===== src/rtl/fetch_ifid.sv =====
// Instruction-fetch stage with IF/ID pipeline register.
// Drives imem from the PC and handles stalls, redirect/flush and a terminal halt.
module fetch_ifid #(
    parameter logic [15:0] RESET_PC  = 16'h0000,
    parameter logic [15:0] NOP_INSTR = 16'h0800
) (
    input  logic        clk,
    input  logic        rst,
    input  logic        pc_write_en,
    input  logic        ifid_write_en,
    input  logic        pc_src,
    input  logic [15:0] branch_target,
    input  logic        halt,
    output logic [15:0] imem_addr,
    input  logic [15:0] imem_data,
    input  logic        imem_err,
    output logic [15:0] ifid_instr,
    output logic [15:0] ifid_pc_inc,
    output logic        ifid_valid,
    output logic        fetch_err,
    output logic        halted
);

    typedef enum logic {RUN, HALTED} state_t;

    state_t      state_q, state_d;
    logic [15:0] pc_q, pc_d;
    logic [15:0] instr_q, instr_d;
    logic [15:0] pcinc_q, pcinc_d;
    logic        valid_q, valid_d;
    logic        err_q, err_d;
    logic [15:0] pc_inc;

    assign pc_inc    = pc_q + 16'd2;
    assign imem_addr = pc_q;

    always_comb begin
        state_d = state_q;
        pc_d    = pc_q;
        instr_d = instr_q;
        pcinc_d = pcinc_q;
        valid_d = valid_q;
        err_d   = err_q;
        if (state_q == RUN) begin
            if (halt || imem_err) begin
                state_d = HALTED;
                instr_d = NOP_INSTR;
                pcinc_d = 16'h0000;
                valid_d = 1'b0;
                err_d   = err_q | imem_err;
            end else if (pc_src && ifid_write_en) begin
                // redirect wins over a PC stall; the wrong-path fetch becomes one bubble
                pc_d    = branch_target;
                instr_d = NOP_INSTR;
                pcinc_d = 16'h0000;
                valid_d = 1'b0;
            end else begin
                if (pc_write_en) pc_d = pc_inc;
                if (ifid_write_en) begin
                    instr_d = imem_data;
                    pcinc_d = pc_inc;
                    valid_d = 1'b1;
                end
            end
        end
    end

    always_ff @(posedge clk or negedge rst) begin
        if (!rst) begin
            state_q <= RUN;
            pc_q    <= RESET_PC;
            instr_q <= NOP_INSTR;
            pcinc_q <= 16'h0000;
            valid_q <= 1'b0;
            err_q   <= 1'b0;
        end else begin
            state_q <= state_d;
            pc_q    <= pc_d;
            instr_q <= instr_d;
            pcinc_q <= pcinc_d;
            valid_q <= valid_d;
            err_q   <= err_d;
        end
    end

    assign ifid_instr  = instr_q;
    assign ifid_pc_inc = pcinc_q;
    assign ifid_valid  = valid_q;
    assign fetch_err   = err_q;
    assign halted      = (state_q == HALTED);

    // The hazard unit must never advance the PC while holding IF/ID.
    a_no_pc_without_ifid: assert property (@(posedge clk) disable iff (!rst)
        (state_q == RUN) |-> !(pc_write_en && !ifid_write_en));

endmodule

===== config.mk =====
export PLATFORM = sky130hd
export DESIGN_NAME = fetch_ifid
export DESIGN_NICKNAME = d
export VERILOG_FILES = /design/src/rtl/fetch_ifid.sv
export SDC_FILE = /design/constraint.sdc
export NUM_CORES = 1
export LEC_CHECK = 0
export ABC_AREA = 1
export BUFFER_PORTS_ARGS = -buffer_cell sky130_fd_sc_hd__buf_2
export CAP_MARGIN = 20
export CORE_MARGIN = 2
export CORE_UTILIZATION = 55
export CTS_BUF_LIST = sky130_fd_sc_hd__clkbuf_4 sky130_fd_sc_hd__clkbuf_8
export CTS_CLUSTER_SIZE = 24
export DETAILED_ROUTE_END_ITERATION = 6
export PLACE_DENSITY = 0.9
export SLEW_MARGIN = 20
export SYNTH_ARGS = -nofsm -noshare
export SYNTH_HDL_FRONTEND = slang
export SYNTH_SLANG_ARGS = --single-unit

===== constraint.sdc =====
create_clock -name clk -period 2.3 [get_ports clk]
set_input_delay 0.23 -clock clk [delete_from_list [all_inputs] [get_ports clk]]
set_output_delay 0.23 -clock clk [all_outputs]
set_load 0.03 [all_outputs]

; Word level (Yosys, flattened, before mapping)
; Cells that the tools add are included.
[word_totals]
register_bits = 51
wordCells = 30
output_inout_bits = 51
[op_classes]
bitwise_logic = 3
mux = 13
n_reduce_logical = 7
addsub = 1
[ops]
columns = cell, count
row1 = two-way mux 16 bit, 8
row2 = adder 16 x 2 -> 16 bit (second input constant), 1
row3 = two-way mux 1 bit, 5
row4 = AND reduction 2 bit, 2
row5 = AND reduction 3 bit, 1
row6 = nonzero test 3 bit, 1
row7 = inverter 1 bit, 2
row8 = nonzero test 2 bit, 1
row9 = logical AND 1 bit, 1
row10 = logical OR 1 bit, 1
row11 = bitwise OR 1 bit, 1

; Depth between registers and ports, before layout
; Gate-level depths: netlist of the first run.
[depth]
word_depth = 4
ltp_mapped = 8
mapped_depth_nobuf = 8

; Worst setup path after synthesis of the first run
; No wires, ideal clock.
[synth_timing]
kind = register to register
startpoint = reg pc_q[2], in the netlist imem_addr[2]
endpoint = reg pc_q[9], in the netlist imem_addr[9]
setup_time_ns = 0.117
path_buffers = 0
t_arrival_ns = 1.487
path_stages_with_launch = 9
required_ns = 2.183
path_slack_ns = 0.696
cell_sequence = dfrtp_1 > ha_1 > nand2_2 > nor2_2 > nand2_2 > xor2_1 > nand2_1 > nand2_1 > nand2_1
[synth_between]
elab_chain_len = 3
[synth_lines]
columns = element, line_no
row1 = "start, declared", 27  ; logic [15:0] pc_q, pc_d;
row2 = "start signal, assigned", 78  ; pc_q <= pc_d;
row3 = adder 16 x 2 -> 16 bit, 34  ; assign pc_inc = pc_q + 16'd2;
row4 = two-way mux 16 bit, 58  ; if (pc_write_en) pc_d = pc_inc;
row5 = two-way mux 16 bit, 51  ; end else if (pc_src && ifid_write_en) begin
; No other way between the ends. The select of a mux whose other input is x is not followed.
; A chain may end at the register's enable or synchronous reset.

; Worst setup path after layout of the first run
[layout_timing]
startpoint = reg pc_q[1], in the netlist imem_addr[1]
endpoint = reg pc_q[11], in the netlist imem_addr[11]
; Same word-level chain as after synthesis.

==> flow_summary.ini, run 1 <==
[outcome]
outcome = complete, no violations

[synthesis]
netlist_instances = 281
synth_most_common_cell = nand2_1
synth_common_cells = nand2_1 (95), dfrtp_1 (50), nor2_1 (30)
synth_edf_count = 0
avgSynthCellArea_um2 = 8.65
synth_area_leaders = dfrtp_1 (51%), nand2_1 (15%), a22o_1 (6.1%)
yosysWarnings = 0
synth_nets = 321
ys_ff_latch = 51
yosys.cell_types.count = 29
ys_seq_area_share_pct = 52.5
netlist_area_mm2 = 0.00243
ys_async_sr_fraction_pct = 100
synth_top_area_cell = dfrtp_1
synth_top_area_share_pct = 51.5
ys.flop_type = dfrtp_1

[route]
vias_per_cell = 5.27
drc = 0
avgRoutedWirePerCell_um = 13.8
drt_iter0_drc = 153
vias = 2244
drtAntennaViolNets = 0
drt_wl_total_um = 5870
dr.pass1.iters = 4

[setup_path]
end_kind = flip-flop
cp.required_ps = 2510
crit_type = flip-flop to flip-flop
cp-start-kind = flip-flop
cp.arrival_ps = 1810
worstPathMaxFanout = 6

[timing]
worst_slew_pin_slew_ps = 506
max_slew_margin_pct = 66.1
slew_violations = 0
period_share_pct = 69.6
setup_viol_count_final = 0
tns_ps = 0
max_freq_ghz = 0.625
fin_crit_ps = 1600
skew_ps = 5.24
hold_violations = 0
rsz0062_at_grt = no

[clock_network]
cts_max_level = 2
path_clk_slew_ps = 100
cts_inserted_buffers = 5
clock-root-buffer = clkbuf_8
cts.sink_count = 51
cts_resized = 0
cts_tree = done
cts.path.max_buffers = 2
cts_setup_buffers = 0
clk_latency_ps = 310

[floorplan]
die_area_mm2 = 0.00497
die_y_um = 70.5
io_pins = 90
core_mm2 = 0.00429
die_w_um = 70.5
start_util_pct = 56.6
fp-row-count = 24

[global_route]
grt_start_max_net_pins = 33
antenna_found_initial = 0
grt_usage_pct = 25.4
first_global_vias = 2236
globalRoute.totalOverflow = 0
grt_first_pass_wirelength_um = 10000

[layout]
final_core_util_pct = 70.3
antenna_cells = 0
area_growth_pct = 24.2
drive_gt1_share_pct = 33.7
layout.nets = 413

[min_path]
holdCritPathClass = input port to flip-flop

[power_and_ir_drop]
ir_drop_mv = 0.283
leakage_nw = 1.75
power_density_mw_per_mm2 = 501

[place]
routabilityCongestion = 0.872
port_buffers = 89
dpl.hpwl_um = 4410

[job]
maxCapViolations = 0
layout make-up:
cell class,instances,area [um^2]
Fill cell,356,1270
Clock buffer,5,68.8
Multi-Input combinational cell,204,1030
Timing Repair Buffer,94,485
Tap cell,52,65.1
Sequential cell,51,1280
Inverter,17,66.3
Clock inverter,3,23.8
power by group:
part	internal [W]	switching, W	total (W)	leakage (nW)
Sequential	0.000897	0.000000320	0.000897	0.689
Combinational	0.0000339	0.0000481	0.0000820	1.02
Clock	0.000218	0.000316	0.000534	0.0408
Total	0.00115	0.000365	0.00151	1.75
kinds of logic (layout without fill, tap and decap cells):
group                      count (synthesis)  count (layout)  synth area share, %
and+or+nand+nor                          158             158                 28.0
adders and majority gates                  1               1                0.515
AOI/OAI and AO/OA                         38              38                 11.5
DFF                                       51              51                 52.5
buffers and inverters                     26             119                 4.94
xor gates and xnor gates                   7               7                 2.52
per-stage QoR:
| step | hold slack, ps | setup slack [ps] | power [W] | instance area [um^2] | std cells |
|---|---|---|---|---|---|
| after global routing | 128 | 585 | 0.00157 | 3020 | 426 |
| final | 131 | 699 | 0.00151 | 3020 | 426 |
| after floorplan | -65.6 | 696 | 0.000939 | 2430 | 281 |
| after detailed placement | 241 | 694 | 0.000996 | 2920 | 417 |
| after CTS | 128 | 710 | 0.00152 | 3020 | 426 |
| after global placement | 237 | 758 | 0.000995 | 2920 | 417 |
per-layer routing:
layer  routed length [um]  vias to the layer above  track usage [%]
met4                  110                        0             9.40
li1                     -                     1095                -
met5                    0                        -                0
met1                 2540                     1063             32.9
met3                  374                       14             5.05
met2                 2840                       72             42.3
critical path, stage by stage (launching register included):
cell and delay, ps:
dfrtp_1 470, ha_1 290, nand2_2 80, nor2_2 170, nand2_2 110, o21bai_2 160, nand3_1 100, nand2_1 80
nand2_1 50
layout by cell type (no fill, tap or decap), types with 2 or more instances in the layout:
cell / instances
nand2_1: 95
buf_2: 89
dfrtp_1: 50
nor2_1: 30
a22o_1: 17
inv_1: 13
o21ai_1: 11
nand3_1: 10
nor2_2: 8
nand2_2: 6
nand4_1: 6
xor2_1: 5
clkbuf_8: 5
buf_4: 4
inv_2: 3
a21oi_1: 2
nand3_2: 2
o21bai_2: 2
xnor2_1: 2
a31oi_1: 2
clkinvlp_4: 2
state kept, by name, summed over array words and instances (netlist names):
register     cells
ifid_pc_inc     16
fetch_err        1
ifid_instr      16
imem_addr       16
ifid_valid       1
halted           1
repair_timing:
item | CTS | global route
hold buffers | 1 | 0
setup endpoints to repair | 0 | 0
endpoints found under the hold margin | 50 | 0
worst paths after layout:
check	from	endpoint	slack, ps	cells after the start
setup reg to reg	imem_addr[1]	imem_addr[11]	700	8
hold reg to reg	fetch_err	fetch_err	460	1
max in group asynchronous	rst	ifid_instr[11]	1530	3
setup / recovery	imem_addr[1]	imem_addr[11]	700	8
min in group asynchronous	rst	ifid_instr[15]	440	3
hold / removal	imem_data[7]	ifid_instr[7]	130	2
No activity file was read; power rests on OpenSTA's default activity.
==> inputs of run 2 (changes only) <==
ABC_AREA = 0   (was 1)
CORE_UTILIZATION = 46   (was 55)
PLACE_DENSITY = 0.8   (was 0.9)
clock period = 1.38 ns   (was 2.3 ns; I/O delays follow)
==> flow_summary.ini, run 2 <==
[clock_network]
cts.sink_count = 51
clock-root-buffer = clkbuf_8
cts_inserted_buffers = 5
clk_latency_ps = 310
cts.path.max_buffers = 2
path_clk_slew_ps = 100
cts_max_level = 2
cts_tree = done

[min_path]
min-delay-start = imem_data[11]
hold_depth = 3
holdCritPathClass = input port to flip-flop

[place]
dpl.hpwl_um = 4590
dp_cells = 398
routabilityCongestion = 0.809
port_buffers = 89

[timing]
worst_slew_pin_slew_ps = 449
period_share_pct = 112
tns_ps = -1990
setup_ws_ps = -166
hold_violations = 0
max_freq_ghz = 0.647
skew_ps = 11.0
max_slew_margin_pct = 70.1
rsz0062_at_grt = yes
setup_viol_count_final = 36
fin_crit_ps = 1550
slew_violations = 0

[synthesis]
synth_most_common_cell = dfrtp_1
netlist_area_mm2 = 0.00242
ys.flop_type = dfrtp_1
ys_async_sr_fraction_pct = 100
synth_area_leaders = dfrtp_1 (52%), a22o_1 (11%), xor2_1 (2.5%)
ys_ff_latch = 51
synth_edf_count = 0
yosys.cell_types.count = 43
ys_seq_area_share_pct = 52.8
synth_nets = 256
synth_common_cells = dfrtp_1 (50), a22o_1 (31), nand2_1 (15)
netlist_instances = 216
synth_top_area_share_pct = 51.7
yosysWarnings = 0
synth_top_area_cell = dfrtp_1
avgSynthCellArea_um2 = 11.2

[route]
drt_iter0_drc = 176
drt_wl_total_um = 7670
drc = 0
avgRoutedWirePerCell_um = 18.0
dr.pass1.iters = 4
drtAntennaViolNets = 0
vias = 2374
vias_per_cell = 5.56

[floorplan]
die_y_um = 76.5
fp-row-count = 26
core_mm2 = 0.00507
start_util_pct = 47.7
io_pins = 90
die_w_um = 76.5
die_area_mm2 = 0.00585

[layout]
final_cell_mix = buf_2 (89), dfrtp_1 (39), buf_4 (39)
regArea_mm2 = 0.00129
drive_gt1_share_pct = 55.7
area_growth_pct = 55.1
nFillCells = 347
antenna_cells = 0
final_common_cell = buf_2
layout.nets = 396
multi_input_area_mm2 = 0.00119
layout.cells.non_filler = 427

[job]
maxCapViolations = 0

[global_route]
first_global_vias = 2246
globalRoute.totalOverflow = 0
grt_usage_pct = 23.9
antenna_found_initial = 0
grt_start_max_net_pins = 34
grt_first_pass_wirelength_um = 11100

[setup_path]
cp.required_ps = 1580
cp-startpoint = imem_addr[2]
crit_type = flip-flop to flip-flop
r2r_cells = 5
end_kind = flip-flop
timing.rr.start = imem_addr[2]
cp-start-kind = flip-flop
worstPathMaxFanout = 3
cp.arrival_ps = 1750

[power_and_ir_drop]
ir_drop_mv = 0.509
leakage_nw = 1.96
power_density_mw_per_mm2 = 816

[outcome]
failed_checks = setup timing
outcome = finished with violations
## run 2: timing repair
action                                  CTS  global route
resized for setup                        12            25
pin swaps                                 3            17
cloned                                    2             2
buffers inserted                         10             8
endpoints found under the hold margin    17             0
hold buffers                              1             0
endpoints found under the setup margin   40            48
## run 2: cell families (layout without fill, tap and decap cells)
family          Yosys count  in the layout  share of synthesized area, %
compound gates           78             78                          24.2
xor+xnor                 13             13                          4.71
fa+ha+maj                 1              1                         0.517
buf+inv                  22            163                          3.93
flops                    51             51                          52.8
simple gates             51             51                          13.9
## run 2: worst paths after layout
kind	to	slack, ps
max in group asynchronous	imem_addr[11]	530
min	ifid_instr[11]	30
min reg2reg	ifid_valid	490
max reg2reg	ifid_pc_inc[10]	-170
max	ifid_pc_inc[10]	-170
min in group asynchronous	ifid_valid	300
## run 2: per-layer routing
metal	GRT usage (%)	vias to the layer above	share of wire, %
met5	0	-	0
met4	8.36	0	2.4
met3	4.50	14	4.9
met2	39.2	89	51
met1	31.8	1180	42
li1	-	1091	-
## run 2: final cells by class
class / instances / area share, %
clock buffer: 5 / 1.83
clock inverter: 3 / 1.23
inverter: 7 / 0.700
multi-input combinational: 143 / 31.8
sequential: 51 / 34.4
tap: 70 / 2.33
timing repair buffer: 148 / 27.6
## run 2: through the flow
| step | util, % | worst slack (ps) | cell area [um^2] | hold WS (ps) | power [W] |
|---|---|---|---|---|---|
| floorplan | - | -273 | 2490 | -158 | 0.00177 |
| global placement | 64.6 | -45.8 | 3280 | 103 | 0.00196 |
| detailed placement | 64.6 | -84.0 | 3280 | 103 | 0.00197 |
| CTS | 70.8 | -86.7 | 3590 | 31.8 | 0.00303 |
| global route | 73.9 | -240 | 3750 | 25.6 | 0.00316 |
| finish | 73.9 | -166 | 3750 | 26.1 | 0.00306 |
## run 2: critical path, stage by stage (launching register included)
cell and delay (ps):
dfrtp_2 420, buf_4 130, nand4_1 150, or3_4 410
xnor2_1 130, a22o_1 190
## run 2: power breakdown
group | leakage (nW) | switching, W | internal (W)
combinational | 1.24 | 0.000248 | 0.000176
clock | 0.0548 | 0.000525 | 0.000547
sequential | 0.662 | 0.0000358 | 0.00153
total | 1.96 | 0.000809 | 0.00225
==> inputs of run 3 (changes only) <==
CELL_PAD_IN_SITES_DETAIL_PLACEMENT = 0   (was unset)
CELL_PAD_IN_SITES_GLOBAL_PLACEMENT = 1   (was unset)
CORE_UTILIZATION = 35   (was 46)
==> flow_summary.ini, run 3 (synthesis gave the netlist of run 2 again) <==
[clock_network]
path_clk_slew_ps = 100
cts_inserted_buffers = 5
clk_latency_ps = 310
cts_tree = done
cts.sink_count = 51
clock-root-buffer = clkbuf_8
cts.path.max_buffers = 2
cts_max_level = 2

[place]
dpl.hpwl_um = 4870
routabilityCongestion = 0.829
port_buffers = 89

[min_path]
holdPathEnd = ifid_instr[11]
holdCritPathClass = input port to flip-flop
min-delay-start = imem_data[11]
hold_depth = 3

[floorplan]
die_area_mm2 = 0.00759
die_w_um = 87.1
die_y_um = 87.1
core_mm2 = 0.00676
io_pins = 90
fp-row-count = 30
start_util_pct = 35.8

[route]
drtAntennaViolNets = 0
drt_wl_total_um = 7230
drt_iter0_drc = 67
vias_per_cell = 5.20
drc = 0
vias = 2246
avgRoutedWirePerCell_um = 16.7
dr.pass1.iters = 4

[layout]
final_common_cell = buf_2
area_growth_pct = 53.3
antenna_cells = 0
drive_gt1_share_pct = 56.0
final_cell_mix = buf_2 (89), dfrtp_1 (38), buf_4 (36)
layout.nets = 391

[timing]
hold_violations = 0
setup_viol_count_final = 18
max_slew_margin_pct = 77.8
holdWs_ps = 32.9
tns_ps = -457
period_share_pct = 105
skew_ps = 7.84
fin_crit_ps = 1440
slew_violations = 0
rsz0062_at_grt = yes
worst_slew_pin_slew_ps = 334
setup_ws_ps = -63.7
max_freq_ghz = 0.693

[setup_path]
end_kind = flip-flop
cp.arrival_ps = 1650
r2r-end = ifid_pc_inc[10]
cp.required_ps = 1590
reg2reg_setup_slack_ps = -60
r2r_cells = 4
worstPathMaxFanout = 7
timing.rr.start = imem_addr[8]
crit_type = flip-flop to flip-flop
cp-start-kind = flip-flop

[global_route]
grt_first_pass_wirelength_um = 10800
globalRoute.totalOverflow = 0
first_global_vias = 2189
grt_start_max_net_pins = 52
grt_usage_pct = 18.3
antenna_found_initial = 0

[power_and_ir_drop]
ir_drop_mv = 0.388
leakage_nw = 1.93
power_density_mw_per_mm2 = 823

[outcome]
failed_checks = setup timing
outcome = finished with violations

[job]
maxCapViolations = 0
## run 3: changes by cell type in the layout (fill, tap and decap cells not counted), sizes merged
cell,delta
clkdlybuf4s15,-1
buf,-3
inv,-1
## run 3: report_power, final
group / internal, W / switching (W) / total [W] / leakage, nW
clock: 0.000561 / 0.000501 / 0.00106 / 0.0548
combinational: 0.000179 / 0.000247 / 0.000426 / 1.21
sequential: 0.00153 / 0.0000308 / 0.00156 / 0.662
## run 3: repair_timing
| action | 4_1_cts | 5_1_grt |
|---|---|---|
| endpoints found under the setup margin | 42 | 47 |
| gates resized for setup | 14 | 33 |
| pin swaps | 7 | 11 |
| buffers inserted | 7 | 5 |
| endpoints found under the hold margin | 50 | 0 |
| hold buffers | 1 | 0 |
| cloned | 1 | 2 |
## run 3: area by class of cell
type | count | area [um^2]
repair buffers | 143 | 961
inverters | 7 | 26.3
well taps | 80 | 100
clock buffers | 6 | 76.3
flip-flops and latches | 51 | 1290
fillers | 584 | 3050
multi-input cells | 143 | 1210
clock inverters | 2 | 37.5
## run 3: how the worst max path moves through the flow
stage	start	slack, ps	depth (start not counted)	endpoint
floorplan	imem_addr[2]	-270	5	imem_addr[9]
global placement	imem_addr[1]	-70	6	ifid_pc_inc[7]
detailed placement	imem_addr[1]	-90	6	imem_addr[15]
CTS	imem_addr[8]	-60	4	ifid_pc_inc[10]
global route	imem_addr[8]	-130	4	ifid_pc_inc[10]
finish	imem_addr[8]	-60	4	ifid_pc_inc[10]
## run 3: through the flow
stage	power (W)	utilization, %	std cells	setup slack (ps)	area, um^2
after floorplan	0.00177	-	216	-273	2490
after global placement	0.00198	48.6	409	-71.4	3290
after detailed placement	0.00198	48.6	409	-94.3	3290
after CTS	0.00308	52.5	426	-59.0	3550
after global routing	0.00318	54.9	432	-128	3710
final	0.00305	54.9	432	-63.7	3710
## run 3: critical path, cell delays in order, from the launching register on
cell	delay, ps
dfrtp_2	400
nand4_4	180
or3_4	440
xnor2_1	130
a22o_1	190
## run 3: metal layers
layer	global-route usage, %	vias to the layer above	part of all wire [%]
li1	-	1073	-
met1	24.7	1093	46
met2	30.0	76	50
met3	3.03	4	4.0
met4	5.73	0	0.50
met5	0	-	0
